## src/rtl/fp_operand_prep_if.sv

```systemverilog
// Handshake and operand/result bundle for fp_operand_prep.
// slave: the operand-prep block. master: the producer/consumer side.
interface fp_operand_prep_if;
  logic        in_valid;
  logic        in_ready;
  logic [31:0] in_a;
  logic [31:0] in_b;
  logic        in_mode;
  logic        out_valid;
  logic        out_ready;
  logic        comp;
  logic        magcheck;
  logic        zero;
  logic        A_sign;
  logic        B_sign;
  logic        mode;
  logic [7:0]  BigExp;
  logic [7:0]  SmallExp;
  logic [23:0] BigMan;
  logic [23:0] SmallMan;
  logic        special;
  logic [15:0] op_count;

  modport slave (
    input  in_valid, in_a, in_b, in_mode, out_ready,
    output in_ready, out_valid, comp, magcheck, zero, A_sign, B_sign, mode,
           BigExp, SmallExp, BigMan, SmallMan, special, op_count
  );

  modport master (
    output in_valid, in_a, in_b, in_mode, out_ready,
    input  in_ready, out_valid, comp, magcheck, zero, A_sign, B_sign, mode,
           BigExp, SmallExp, BigMan, SmallMan, special, op_count
  );
endinterface

```

## src/rtl/fp_operand_prep.sv

```systemverilog
// Operand preparation for a single-precision adder: unpacks both operands,
// flushes denormals, compares magnitudes and orders them into Big/Small.
// Two-stage valid/ready pipeline, one pair per cycle under continuous flow.
module fp_operand_prep (
  input  logic               clk,
  input  logic               rst_n,
  fp_operand_prep_if.slave   bus
);

  // Mantissa with hidden bit; a zero exponent flushes the operand to 0.
  function automatic logic [23:0] unpack_man(input logic [31:0] op);
    return (op[30:23] == 8'h00) ? 24'h0 : {1'b1, op[22:0]};
  endfunction

  // Transfer counter that sticks at all-ones.
  function automatic logic [15:0] sat_inc(input logic [15:0] c);
    return (c == 16'hFFFF) ? c : c + 16'd1;
  endfunction

  logic        r_vld_p1;
  logic [7:0]  r_exp_a_p1;
  logic [7:0]  r_exp_b_p1;
  logic [23:0] r_man_a_p1;
  logic [23:0] r_man_b_p1;
  logic        r_sign_a_p1;
  logic        r_sign_b_p1;
  logic        r_mode_p1;
  logic        r_special_p1;
  logic        r_comp_p1;
  logic        r_mag_p1;
  logic        r_zero_p1;

  logic        r_vld_p2;
  logic [7:0]  r_big_exp_p2;
  logic [7:0]  r_small_exp_p2;
  logic [23:0] r_big_man_p2;
  logic [23:0] r_small_man_p2;
  logic        r_sign_a_p2;
  logic        r_sign_b_p2;
  logic        r_mode_p2;
  logic        r_special_p2;
  logic        r_comp_p2;
  logic        r_mag_p2;
  logic        r_zero_p2;
  logic [15:0] r_op_count;

  logic [7:0]  w_exp_a;
  logic [7:0]  w_exp_b;
  logic [23:0] w_man_a;
  logic [23:0] w_man_b;
  logic        w_s2_en;
  logic        w_in_ready;
  logic        w_a_big;
  logic        w_xfer;

  // A flushed operand reports exponent 0 regardless of its fraction bits.
  assign w_exp_a    = bus.in_a[30:23];
  assign w_exp_b    = bus.in_b[30:23];
  assign w_man_a    = unpack_man(bus.in_a);
  assign w_man_b    = unpack_man(bus.in_b);

  // S2 can load when empty or its content leaves this cycle; S1 likewise.
  assign w_s2_en    = ~r_vld_p2 | bus.out_ready;
  assign w_in_ready = ~r_vld_p1 | w_s2_en;
  assign w_a_big    = r_comp_p1 | r_mag_p1 | r_zero_p1;
  assign w_xfer     = r_vld_p2 & bus.out_ready;

  // Stage 1: unpack, flush and compare.
  always_ff @(posedge clk or negedge rst_n) begin
    if (!rst_n) begin
      r_vld_p1     <= 1'b0;
      r_exp_a_p1   <= '0;
      r_exp_b_p1   <= '0;
      r_man_a_p1   <= '0;
      r_man_b_p1   <= '0;
      r_sign_a_p1  <= 1'b0;
      r_sign_b_p1  <= 1'b0;
      r_mode_p1    <= 1'b0;
      r_special_p1 <= 1'b0;
      r_comp_p1    <= 1'b0;
      r_mag_p1     <= 1'b0;
      r_zero_p1    <= 1'b0;
    end else begin
      if (w_in_ready) r_vld_p1 <= bus.in_valid;
      if (w_in_ready & bus.in_valid) begin
        r_exp_a_p1   <= w_exp_a;
        r_exp_b_p1   <= w_exp_b;
        r_man_a_p1   <= w_man_a;
        r_man_b_p1   <= w_man_b;
        r_sign_a_p1  <= bus.in_a[31];
        r_sign_b_p1  <= bus.in_b[31];
        r_mode_p1    <= bus.in_mode;
        r_special_p1 <= (w_exp_a == 8'hFF) | (w_exp_b == 8'hFF);
        r_comp_p1    <= (w_exp_a > w_exp_b);
        r_mag_p1     <= (w_exp_a == w_exp_b) & (w_man_a > w_man_b);
        r_zero_p1    <= (w_exp_a == w_exp_b) & (w_man_a == w_man_b);
      end
    end
  end

  // Stage 2: swap into Big/Small; held while the consumer stalls.
  always_ff @(posedge clk or negedge rst_n) begin
    if (!rst_n) begin
      r_vld_p2       <= 1'b0;
      r_big_exp_p2   <= '0;
      r_small_exp_p2 <= '0;
      r_big_man_p2   <= '0;
      r_small_man_p2 <= '0;
      r_sign_a_p2    <= 1'b0;
      r_sign_b_p2    <= 1'b0;
      r_mode_p2      <= 1'b0;
      r_special_p2   <= 1'b0;
      r_comp_p2      <= 1'b0;
      r_mag_p2       <= 1'b0;
      r_zero_p2      <= 1'b0;
    end else begin
      if (w_s2_en) r_vld_p2 <= r_vld_p1;
      if (w_s2_en & r_vld_p1) begin
        r_big_exp_p2   <= w_a_big ? r_exp_a_p1 : r_exp_b_p1;
        r_small_exp_p2 <= w_a_big ? r_exp_b_p1 : r_exp_a_p1;
        r_big_man_p2   <= w_a_big ? r_man_a_p1 : r_man_b_p1;
        r_small_man_p2 <= w_a_big ? r_man_b_p1 : r_man_a_p1;
        r_sign_a_p2    <= r_sign_a_p1;
        r_sign_b_p2    <= r_sign_b_p1;
        r_mode_p2      <= r_mode_p1;
        r_special_p2   <= r_special_p1;
        r_comp_p2      <= r_comp_p1;
        r_mag_p2       <= r_mag_p1;
        r_zero_p2      <= r_zero_p1;
      end
    end
  end

  // Count completed output transfers.
  always_ff @(posedge clk or negedge rst_n) begin
    if (!rst_n) r_op_count <= '0;
    else if (w_xfer) r_op_count <= sat_inc(r_op_count);
  end

  assign bus.in_ready  = w_in_ready;
  assign bus.out_valid = r_vld_p2;
  assign bus.comp      = r_comp_p2;
  assign bus.magcheck  = r_mag_p2;
  assign bus.zero      = r_zero_p2;
  assign bus.A_sign    = r_sign_a_p2;
  assign bus.B_sign    = r_sign_b_p2;
  assign bus.mode      = r_mode_p2;
  assign bus.BigExp    = r_big_exp_p2;
  assign bus.SmallExp  = r_small_exp_p2;
  assign bus.BigMan    = r_big_man_p2;
  assign bus.SmallMan  = r_small_man_p2;
  assign bus.special   = r_special_p2;
  assign bus.op_count  = r_op_count;

endmodule

```

## src/flat_wrapper.sv

```systemverilog
// flat-port wrapper written by rule: the top's interface ports become plain ports
module fp_operand_prep_flat 
  (clk, rst_n, bus_in_valid, bus_in_a, bus_in_b, bus_in_mode, bus_out_ready, bus_in_ready, bus_out_valid, bus_comp, bus_magcheck, bus_zero, bus_A_sign, bus_B_sign, bus_mode, bus_BigExp, bus_SmallExp, bus_BigMan, bus_SmallMan, bus_special, bus_op_count);
  fp_operand_prep_if bus_i ();
  input  logic clk;
  input  logic rst_n;
  input wire logic [$bits(bus_i.in_valid)-1:0] bus_in_valid;
  input wire logic [$bits(bus_i.in_a)-1:0] bus_in_a;
  input wire logic [$bits(bus_i.in_b)-1:0] bus_in_b;
  input wire logic [$bits(bus_i.in_mode)-1:0] bus_in_mode;
  input wire logic [$bits(bus_i.out_ready)-1:0] bus_out_ready;
  output wire logic [$bits(bus_i.in_ready)-1:0] bus_in_ready;
  output wire logic [$bits(bus_i.out_valid)-1:0] bus_out_valid;
  output wire logic [$bits(bus_i.comp)-1:0] bus_comp;
  output wire logic [$bits(bus_i.magcheck)-1:0] bus_magcheck;
  output wire logic [$bits(bus_i.zero)-1:0] bus_zero;
  output wire logic [$bits(bus_i.A_sign)-1:0] bus_A_sign;
  output wire logic [$bits(bus_i.B_sign)-1:0] bus_B_sign;
  output wire logic [$bits(bus_i.mode)-1:0] bus_mode;
  output wire logic [$bits(bus_i.BigExp)-1:0] bus_BigExp;
  output wire logic [$bits(bus_i.SmallExp)-1:0] bus_SmallExp;
  output wire logic [$bits(bus_i.BigMan)-1:0] bus_BigMan;
  output wire logic [$bits(bus_i.SmallMan)-1:0] bus_SmallMan;
  output wire logic [$bits(bus_i.special)-1:0] bus_special;
  output wire logic [$bits(bus_i.op_count)-1:0] bus_op_count;
  assign bus_i.in_valid = bus_in_valid;
  assign bus_i.in_a = bus_in_a;
  assign bus_i.in_b = bus_in_b;
  assign bus_i.in_mode = bus_in_mode;
  assign bus_i.out_ready = bus_out_ready;
  assign bus_in_ready = bus_i.in_ready;
  assign bus_out_valid = bus_i.out_valid;
  assign bus_comp = bus_i.comp;
  assign bus_magcheck = bus_i.magcheck;
  assign bus_zero = bus_i.zero;
  assign bus_A_sign = bus_i.A_sign;
  assign bus_B_sign = bus_i.B_sign;
  assign bus_mode = bus_i.mode;
  assign bus_BigExp = bus_i.BigExp;
  assign bus_SmallExp = bus_i.SmallExp;
  assign bus_BigMan = bus_i.BigMan;
  assign bus_SmallMan = bus_i.SmallMan;
  assign bus_special = bus_i.special;
  assign bus_op_count = bus_i.op_count;
  fp_operand_prep u_core (.clk(clk), .rst_n(rst_n), .bus(bus_i));
endmodule
```

## config.mk

```make
export PLATFORM = sky130hd
export DESIGN_NAME = fp_operand_prep_flat
export DESIGN_NICKNAME = d
export VERILOG_FILES = /design/src/rtl/fp_operand_prep_if.sv /design/src/rtl/fp_operand_prep.sv /design/src/flat_wrapper.sv
export SDC_FILE = /design/constraint.sdc
export NUM_CORES = 1
export LEC_CHECK = 0
export ABC_AREA = 1
export BUFFER_PORTS_ARGS = -buffer_cell sky130_fd_sc_hd__buf_2
export CORE_ASPECT_RATIO = 0.6
export CORE_MARGIN = 3
export CORE_UTILIZATION = 43
export DETAILED_ROUTE_END_ITERATION = 6
export GPL_TIMING_DRIVEN = 0
export PLACE_DENSITY = 0.71
export SYNTH_ARGS = -nofsm -noshare
export SYNTH_HDL_FRONTEND = slang
export SYNTH_SLANG_ARGS = --single-unit
```

## constraint.sdc

```tcl
create_clock -name clk -period 4.9 [get_ports clk]
set_clock_uncertainty 0.15 [all_clocks]
set_input_delay 0.98 -clock clk [delete_from_list [all_inputs] [get_ports clk]]
set_output_delay 0.98 -clock clk [all_outputs]
set_load 0.02 [all_outputs]
```

[After elaboration in Yosys (flattened, before gate mapping)]
Cells that the tools add are included.
Operators by class
  bitwise gates (word level): 13
  order comparisons: 2
  multiplexer cells: 6
  reduce and logical (&&, ||, !) cells: 3
  equality and inequality tests: 5
  add/sub/neg operators: 1
Operators with widths (count)
  24-bit two-way mux: 4
  24-bit == test: 1
  24-bit > comparator: 1
  16-bit by 1-bit adder with 16-bit output (second input constant): 1
  16-bit == test (second input constant): 1
  8-bit == test (second input constant): 2
  8-bit zero test: 2
  8-bit two-way mux: 2
  8-bit == test: 1
  8-bit > comparator: 1
  1-bit bitwise AND: 5
  1-bit bitwise OR: 5
  1-bit NOT: 3
  2-bit AND reduction: 1
Storage, ports and cells
  logic and storage cells: 55
  output and inout port bits: 89
  register bits: 160
  input bits: 69

[Depth between registers and ports, before layout]
Gate-level depths: netlist of the first run.
  word-level depth: 4
  depth in mapped cells: 17
  depth with buffers taken out: 17

[Least setup slack after synthesis of the first run]
OpenSTA, ideal clock, no wires.
  kind: in2reg
  from: input bus_in_a[25]
  to: register u_core.r_mag_p1
  data arrival time: 2511 ps
  required time: 4634 ps
  stages: 15
  path buffers: 1
  slack: 2123 ps
  library setup time: 116 ps
  path through: inv_1 -> nand4_1 -> nor2_1 -> buf_2 -> nor2_1 -> ha_1 -> nand2_1 -> nor2_1 -> nand2_1 -> inv_1 -> nand3_1 -> nor2_1 -> nor2_1 -> nand2_1 -> nand2_1
On the way
  word-level cells in the longest chain between the ends: 4
  elaborated cells between the ends (all ways): 5
  classes of those cells: order compare (1); eq/ne (1); mux (1); bitwise (1); reduce/logical (1)
Ends and longest elaborated chain
  from (decl): RTL line flat_wrapper.sv:8  | input wire logic [$bits(bus_i.in_a)-1:0] bus_in_a;
  8-bit zero test: RTL line fp_operand_prep.sv:12  | return (op[30:23] == 8'h00) ? 24'h0 : {1'b1, op[22:0]};
  24-bit two-way mux: RTL line fp_operand_prep.sv:12
  named net u_core.w_man_a[22]: RTL line fp_operand_prep.sv:49  | logic [23:0] w_man_a;
  24-bit > comparator: RTL line fp_operand_prep.sv:95  | r_mag_p1 <= (w_exp_a == w_exp_b) & (w_man_a > w_man_b);
  1-bit bitwise AND: RTL line fp_operand_prep.sv:95
  to (signal assigned): RTL line fp_operand_prep.sv:95
  to (decl): RTL line fp_operand_prep.sv:30  | logic r_mag_p1;
The timed path passes the listed nets, and every way through them passes these cells.
A chain may end at the register's enable or synchronous reset.

[Final worst setup path of the first run]
  from: input bus_in_a[30]
  to: register u_core.r_mag_p1
The elaborated chain is that of the path after synthesis.

==> results of run 1 <==
-- kinds of logic (layout without fill, tap and decap cells) --
group,after synthesis,after routing,share of synthesized area
compound gates,197,197,0.129
xor+xnor,11,11,0.0123
fa+ha+maj,33,33,0.0527
buf+inv,115,305,0.0604
flops,160,160,0.512
mux,1,1,0.00144
simple gates,461,461,0.233
-- worst register-to-register path: stages (launching register included) --
cell and delay, ns:
dfrtp_1 0.42, nand2_1 0.10, nand2_1 0.07, inv_1 0.25
clkbuf_1 0.46, o21ai_0 0.18, o21ai_0 0.26
-- routing by layer --
layer / GRT usage / vias to the layer above / part of all wire
li1: - / 3504 / -
met1: 0.372 / 3425 / 0.50
met2: 0.320 / 304 / 0.40
met3: 0.0599 / 22 / 0.083
met4: 0.0557 / 0 / 0.012
met5: 0 / - / 0
-- sequential cells by signal, summed over array words and instances (netlist names), 8 cells and up --
signal,flops
u_core.bus.BigMan,24
u_core.bus.SmallMan,24
u_core.r_man_a_p1,24
u_core.r_man_b_p1,24
u_core.bus.op_count,16
u_core.bus.BigExp,8
u_core.bus.SmallExp,8
u_core.r_exp_a_p1,8
u_core.r_exp_b_p1,8
-- through the flow --
step | utilization | worst slack, ns | std cells
6_report | 0.543 | 1.61 | 1402
5_1_grt | 0.543 | 1.49 | 1402
4_1_cts | 0.543 | 1.68 | 1402
3_5_place_dp | 0.511 | 1.23 | 1370
3_3_place_gp | 0.509 | 0.197 | 1369
2_1_floorplan | - | 2.12 | 978
-- power breakdown --
| part | switching, µW | internal, µW |
|---|---|---|
| Clock | 580 | 685 |
| Sequential | 236 | 1650 |
| Combinational | 939 | 441 |
| Total | 1750 | 2770 |
-- layout by cell type, fill, tap and decap left out, drive strengths merged --
cell / instances
a21o: 2
a21oi: 12
buf: 185
clkbuf: 42
clkinv: 1
clkinvlp: 6
dfrtp: 160
ha: 33
inv: 71
mux2: 1
nand2: 311
nand3: 16
nand3b: 1
nand4: 14
nor2: 113
nor3: 6
o21ai: 181
o21bai: 1
o22ai: 1
xnor2: 5
xor2: 6
-- cell type report --
type                       count  area (µm²)
multi-input combinational    703        3350
fill                        1705        8000
inverter                      66         250
clock buffer                  20         457
timing repair buffer         158         823
sequential                   160        4000
tap                          234         293
buffer                        49         223
clock inverter                12         100
-- final timing paths --
check                                     start                     to  slack, ns  cells after the start
min                                       rst_n   u_core.bus.BigExp[3]       0.31                      1
max reg2reg                u_core.bus.out_valid  u_core.bus.BigMan[18]       2.91                      6
min in group clk             u_core.r_sign_b_p1      u_core.bus.B_sign       0.33                      2
max                                bus_in_a[30]        u_core.r_mag_p1       1.61                     16
min reg2reg                  u_core.r_sign_b_p1      u_core.bus.B_sign       0.33                      2
max in group asynchronous                 rst_n  u_core.r_man_a_p1[13]       3.39                      2
==> summary.txt, run 1 <==
Run status
  – Result of the run: finished clean

Flow run
  – Max-cap violations: 0

STA
  – Relative slew slack: 0.508
  – Unrepaired setup endpoints after global routing: false
  – Fmax: a little over 300 MHz
  – Worst hold slack: 0.310 ns
  – Total Neg Setup Slack: 0 ns
  – Setup violation total in the final timing report: 0
  – Final Hold Violating Endpoints: 0
  – Final period util: 0.672
  – Crit path time final: about 3.3 ns
  – Slew at the pin closest to its max-slew limit: roughly 0.74 ns
  – Pins Over Slew Limit: 0

Synthesis
  – Average cell area after synthesis: ~8.0 µm²
  – Top flip-flop cell by instance count after synthesis: dfrtp_1
  – Yosys top cell area share: 0.512
  – Gate count of the mapped netlist: ~1000
  – Number of synthesis warnings: 0
  – Post-synth cell types: 29
  – Top post-synthesis cells by area: dfrtp_1 (51%), nand2_1 (15%), o21ai_0 (11%)
  – Mapped Nets: roughly 1100
  – Count of flip-flops with a built-in enable after synthesis: 0
  – Largest area contributor in the netlist: dfrtp_1
  – Ranking of synthesized cells by instance count: nand2_1 (310), o21ai_0 (172), dfrtp_1 (160), nor2_1 (113), inv_1 (64)
  – Area of the mapped netlist: 7830 µm²
  – Synth async-reset ratio: 1.00
  – Yosys reg bits: 160
  – Share of synthesized area occupied by flip-flops and latches: 0.512
  – Dominant cell by count in the synthesized netlist: nand2_1

Floorplanning
  – Core area: between 15000 and 20000 µm²
  – Total die area: between 15000 and 20000 µm²
  – Width of the die: around 180 µm
  – # rows: 37
  – Initial core utilization: 0.447
  – Die extent in y: ~110 µm
  – Total I/O pin count: roughly 160

Finish
  – Diode count: 0
  – Post-layout nets: about 1300
  – Layout overhead on the synthesized area: 21.4%
  – Design area: approximately 9500 µm²
  – Fraction of final layout cells with drive strength greater than 1: 0.192

Global routing
  – Gr ovfl total: 0
  – Vias in the first global route: ~6700
  – GRT Total Usage: 0.235
  – Initial antenna violation count: 0
  – Pin count of the biggest net entering global routing: between 100 and 150
  – Global-route wire length before repair: 37100 µm

Drt
  – Post-route DRC: 0
  – Iteration count of the initial detailed-routing pass: 6
  – Wire length per cell: 16.8 µm
  – Count of nets left with antenna violations after detail routing: 0
  – Drt via density: a little over 5
  – Iteration-0 DRC Markers: between 700 and 800
  – Total length of routed wires: 23600 µm
  – Vias: about 7300

Place
  – Placed Area: between 8000 and 9000 µm²
  – Final weighted congestion in routability-driven placement: about 0.89
  – Half-perimeter wire length after placement: ~17000 µm
  – Port bufs: 157

Clock tree
  – Number of setup buffers added after CTS: 0
  – H-tree levels: 4
  – Number of buffers on the longest clock path: 2
  – Cts repair resizes: 0
  – Number of hold-repair buffers added at the cts stage: 0
  – Clock latency on the worst-skew pair: 0.43 ns
  – TritonCTS Buffers: 17
  – Num Clock Sinks: between 150 and 200
  – Clock tree from TritonCTS: yes
  – Root Buffer Master: clkbuf_16
  – Clock Pin Slew Worst Setup and Hold Paths: about 0.070 ns

Critical path
  – Worst Path Max Fanout: 10
  – Standard cell with the maximum stage delay on the critical path: nor2_1
  – Critical path cell sequence: buf_2 > inv_1 > nand4_1 > nor2_1 > buf_2 > nor2_1 > ha_1 > nand2_1 > nor2_1 > nand2_1 > inv_1 > nand3_1 > nor2_1 > nor2_1 > nand2_1 > nand2_1
  – Arrival time at the worst endpoint: between 3 and 4 ns
  – Crit-path max cell delay: between 0.5 and 0.6 ns
  – Setup crit end kind: flip-flop
  – Worst Path Buf+Inv: 4
  – Crit path launch type: primary input
  – Most numerous cell on the critical path: nor2_1
  – Data required time of the critical path: between 5 and 6 ns
  – Crit path kind: primary input to flip-flop
  – Critical path's top delay family: simple AND/OR/NAND/NOR gates

Pwr
  – LEAKAGE: slightly below 0.005 µW
  – Cell area power density: roughly 480 nW/µm²
  – Maximum ir drop on the vdd rail: between 200 and 250 µV
  – Power, Total: 4530 µW

Hold path
  – Hold Crit Class: primary input to async pin
Power figures use the tool's default switching activity.
==> inputs of run 2 (changes only) <==
Settings changed: PLACE_DENSITY 0.71 to 0.73.
Clock period 4.9 ns to 2.81 ns, I/O delays scaled along.
==> run 2 against run 1 <==
Non-clock buffer count increased by 1. Largest cell class unchanged. Clock power rose by 94%. Utilization rose by 0.49 points.
==> summary.txt, run 2 (synthesis results as in run 1) <==
Place
  – Half-perimeter wire length after placement: 17100 µm (-1.1%)
  – # placed instances: 1370 (unchanged)
  – Final weighted congestion in routability-driven placement: 0.904 (+1.7%)
  – Port bufs: 157 (unchanged)

Critical path
  – FF-to-FF setup slack: 0.78 ns (-2.13 ns)
  – Setup crit end kind: flip-flop
  – Crit-path max cell delay: 0.31 ns (-0.26 ns)
  – Critical path cell sequence: buf_2 > inv_1 > nand4_1 > nor2_4 > clkbuf_4 > nor2_1 > ha_1 > nand2_1 > nor2_1 > nand2_1 > inv_1 > nand3_1 > nor2_1 > nor2_1 > nand2_1 > nand2_1
  – Standard cell with the maximum stage delay on the critical path: clkbuf_4
  – Critical path's top delay family: simple AND/OR/NAND/NOR gates
  – Worst Path Max Fanout: 10 (unchanged)
  – Crit path launch type: primary input
  – Start of the worst register-to-register path: u_core.bus.out_valid
  – Crit path kind: primary input to flip-flop
  – Reg-to-Reg End: u_core.bus.SmallMan[20]
  – Cell depth of the worst flop-to-flop path: 6 (unchanged)
  – Data required time of the critical path: 2.95 ns (-2.13 ns)
  – Arrival time at the worst endpoint: 2.73 ns (-0.74 ns)
  – Worst Path Buf+Inv: 4 (unchanged)

Global routing
  – Global-route wire length before repair: 36800 µm (-0.91%)
  – Pin count of the biggest net entering global routing: 120 (+13%)
  – Vias in the first global route: 6796 (+1.1%)
  – Gr ovfl total: 0 (unchanged)
  – GRT Total Usage: 0.231 (-0.00415)
  – Initial antenna violation count: 0 (unchanged)

Clock tree
  – Clock latency on the worst-skew pair: 0.41 ns (-0.02 ns)
  – Root Buffer Master: clkbuf_16
  – Clock Pin Slew Worst Setup and Hold Paths: 0.06 ns (about the same)
  – Number of buffers on the longest clock path: 2 (unchanged)
  – TritonCTS Buffers: 17 (unchanged)
  – Clock tree from TritonCTS: yes
  – Num Clock Sinks: 160 (unchanged)
  – H-tree levels: 4 (unchanged)

Floorplanning
  – Initial core utilization: 0.447 (unchanged)
  – Total I/O pin count: 158 (unchanged)
  – Total die area: 19900 µm² (unchanged)
  – # rows: 37 (unchanged)
  – Width of the die: 180 µm (unchanged)
  – Core area: 17500 µm² (unchanged)
  – Die extent in y: 111 µm (unchanged)

Drt
  – Drt via density: 5.25 (+1.4%)
  – Wire length per cell: 16.6 µm (-1.2%)
  – Vias: 7354 (+1.4%)
  – Iteration count of the initial detailed-routing pass: 6 (unchanged)
  – Post-route DRC: 0 (unchanged)
  – Iteration-0 DRC Markers: 681 (-5.8%)
  – Total length of routed wires: 23300 µm (-1.2%)
  – Count of nets left with antenna violations after detail routing: 0 (unchanged)

Pwr
  – LEAKAGE: 0.00497 µW (+1.1%)
  – Maximum ir drop on the vdd rail: 413 µV (+88%)
  – Cell area power density: 849 nW/µm² (+78%)

STA
  – Unrepaired setup endpoints after global routing: false
  – Final Hold Violating Endpoints: 0 (unchanged)
  – Relative slew slack: 0.513 (+0.00505)
  – Setup violation total in the final timing report: 0 (unchanged)
  – Final period util: 0.919
  – Total Neg Setup Slack: 0 ns (unchanged)
  – Fmax: between 300 and 400 MHz
  – Pins Over Slew Limit: 0 (unchanged)
  – Slew at the pin closest to its max-slew limit: 0.731 ns (-0.00485 ns)
  – Crit path time final: about 2.6 ns

Finish
  – Most used cells in the layout excluding fill and tap cells: nand2_1 (310), buf_2 (177), o21ai_0 (172), dfrtp_1 (160), nor2_1 (111)
  – Post-layout nets: 1258 (+0.080%)
  – Layout overhead on the synthesized area: 22.5%
  – Final core utilization: 0.548 (+0.00486)
  – Commonest non-fill, non-tap cell in the layout: nand2_1
  – Fraction of final layout cells with drive strength greater than 1: 0.193 (+0.00171)
  – Diode count: 0 (unchanged)
  – Number of non-filler instances in the completed layout: 1402 (unchanged)

Hold path
  – Hold Crit Class: primary input to flip-flop
  – Capture endpoint of the worst hold path: u_core.r_sign_b_p1
  – HP Start: bus_in_b[31]
  – Instance count along the most critical hold path: 3

Run status
  – Result of the run: finished clean

Flow run
  – Max-cap violations: 0 (unchanged)
run 2: layer usage:
metal,share of wire,wire length (µm),global-route usage
met5,0,0,0
met4,0.0097,225,0.0424
met1,0.49,11400,0.356
met2,0.40,9390,0.322
met3,0.098,2290,0.0698
run 2: power by group:
| part | internal, µW | switching, µW | total [µW] |
|---|---|---|---|
| sequential | 2870 | 421 | 3290 |
| combinational | 768 | 1620 | 2390 |
| clock | 1430 | 1030 | 2460 |
| total | 5070 | 3070 | 8140 |
run 2: worst max path at each step:
stage	end	start	cells past startpoint
2_1_floorplan	u_core.r_mag_p1	bus_in_a[25]	15
3_3_place_gp	u_core.bus.SmallMan[15]	rst_n	1
3_5_place_dp	u_core.r_mag_p1	bus_in_a[23]	16
4_1_cts	u_core.r_mag_p1	bus_in_a[26]	16
5_1_grt	u_core.r_mag_p1	bus_in_a[26]	16
6_report	u_core.r_mag_p1	bus_in_a[23]	16
run 2: area by class of cell:
cell class / instances / area (µm²)
Buffer: 49 / 225
Clock buffer: 17 / 425
Clock inverter: 14 / 194
Fill cell: 1637 / 7910
Inverter: 66 / 250
Multi-Input combinational cell: 703 / 3360
Sequential cell: 160 / 4000
Tap cell: 234 / 293
Timing Repair Buffer: 159 / 833
run 2: worst register-to-register path, cell delays in order, from the launching register on:
cell and delay [ns]:
dfrtp_1 0.42, nand2_1 0.10, nand2_1 0.06, inv_1 0.23, clkbuf_1 0.54, o21ai_0 0.24, o21ai_0 0.21
run 2: what timing repair did:
item | CTS | global route
gates resized for setup | 1 | 3
setup endpoints to repair | 2 | 2
buffers inserted | 0 | 0
hold buffers | 1 | 0
endpoints found under the hold margin | 41 | 0
run 2: stage by stage:
step           hold WS [ns]  area, µm²  worst slack [ns]  power [µW]
6_report              0.195       9590             0.226        8140
5_1_grt               0.183       9590            0.0810        8620
4_1_cts               0.180       9580            0.0908        8170
3_5_place_dp          0.311       8940            -0.487        5690
3_3_place_gp          0.299       8910             -1.45        5640
2_1_floorplan         0.116       7830             0.451        4700
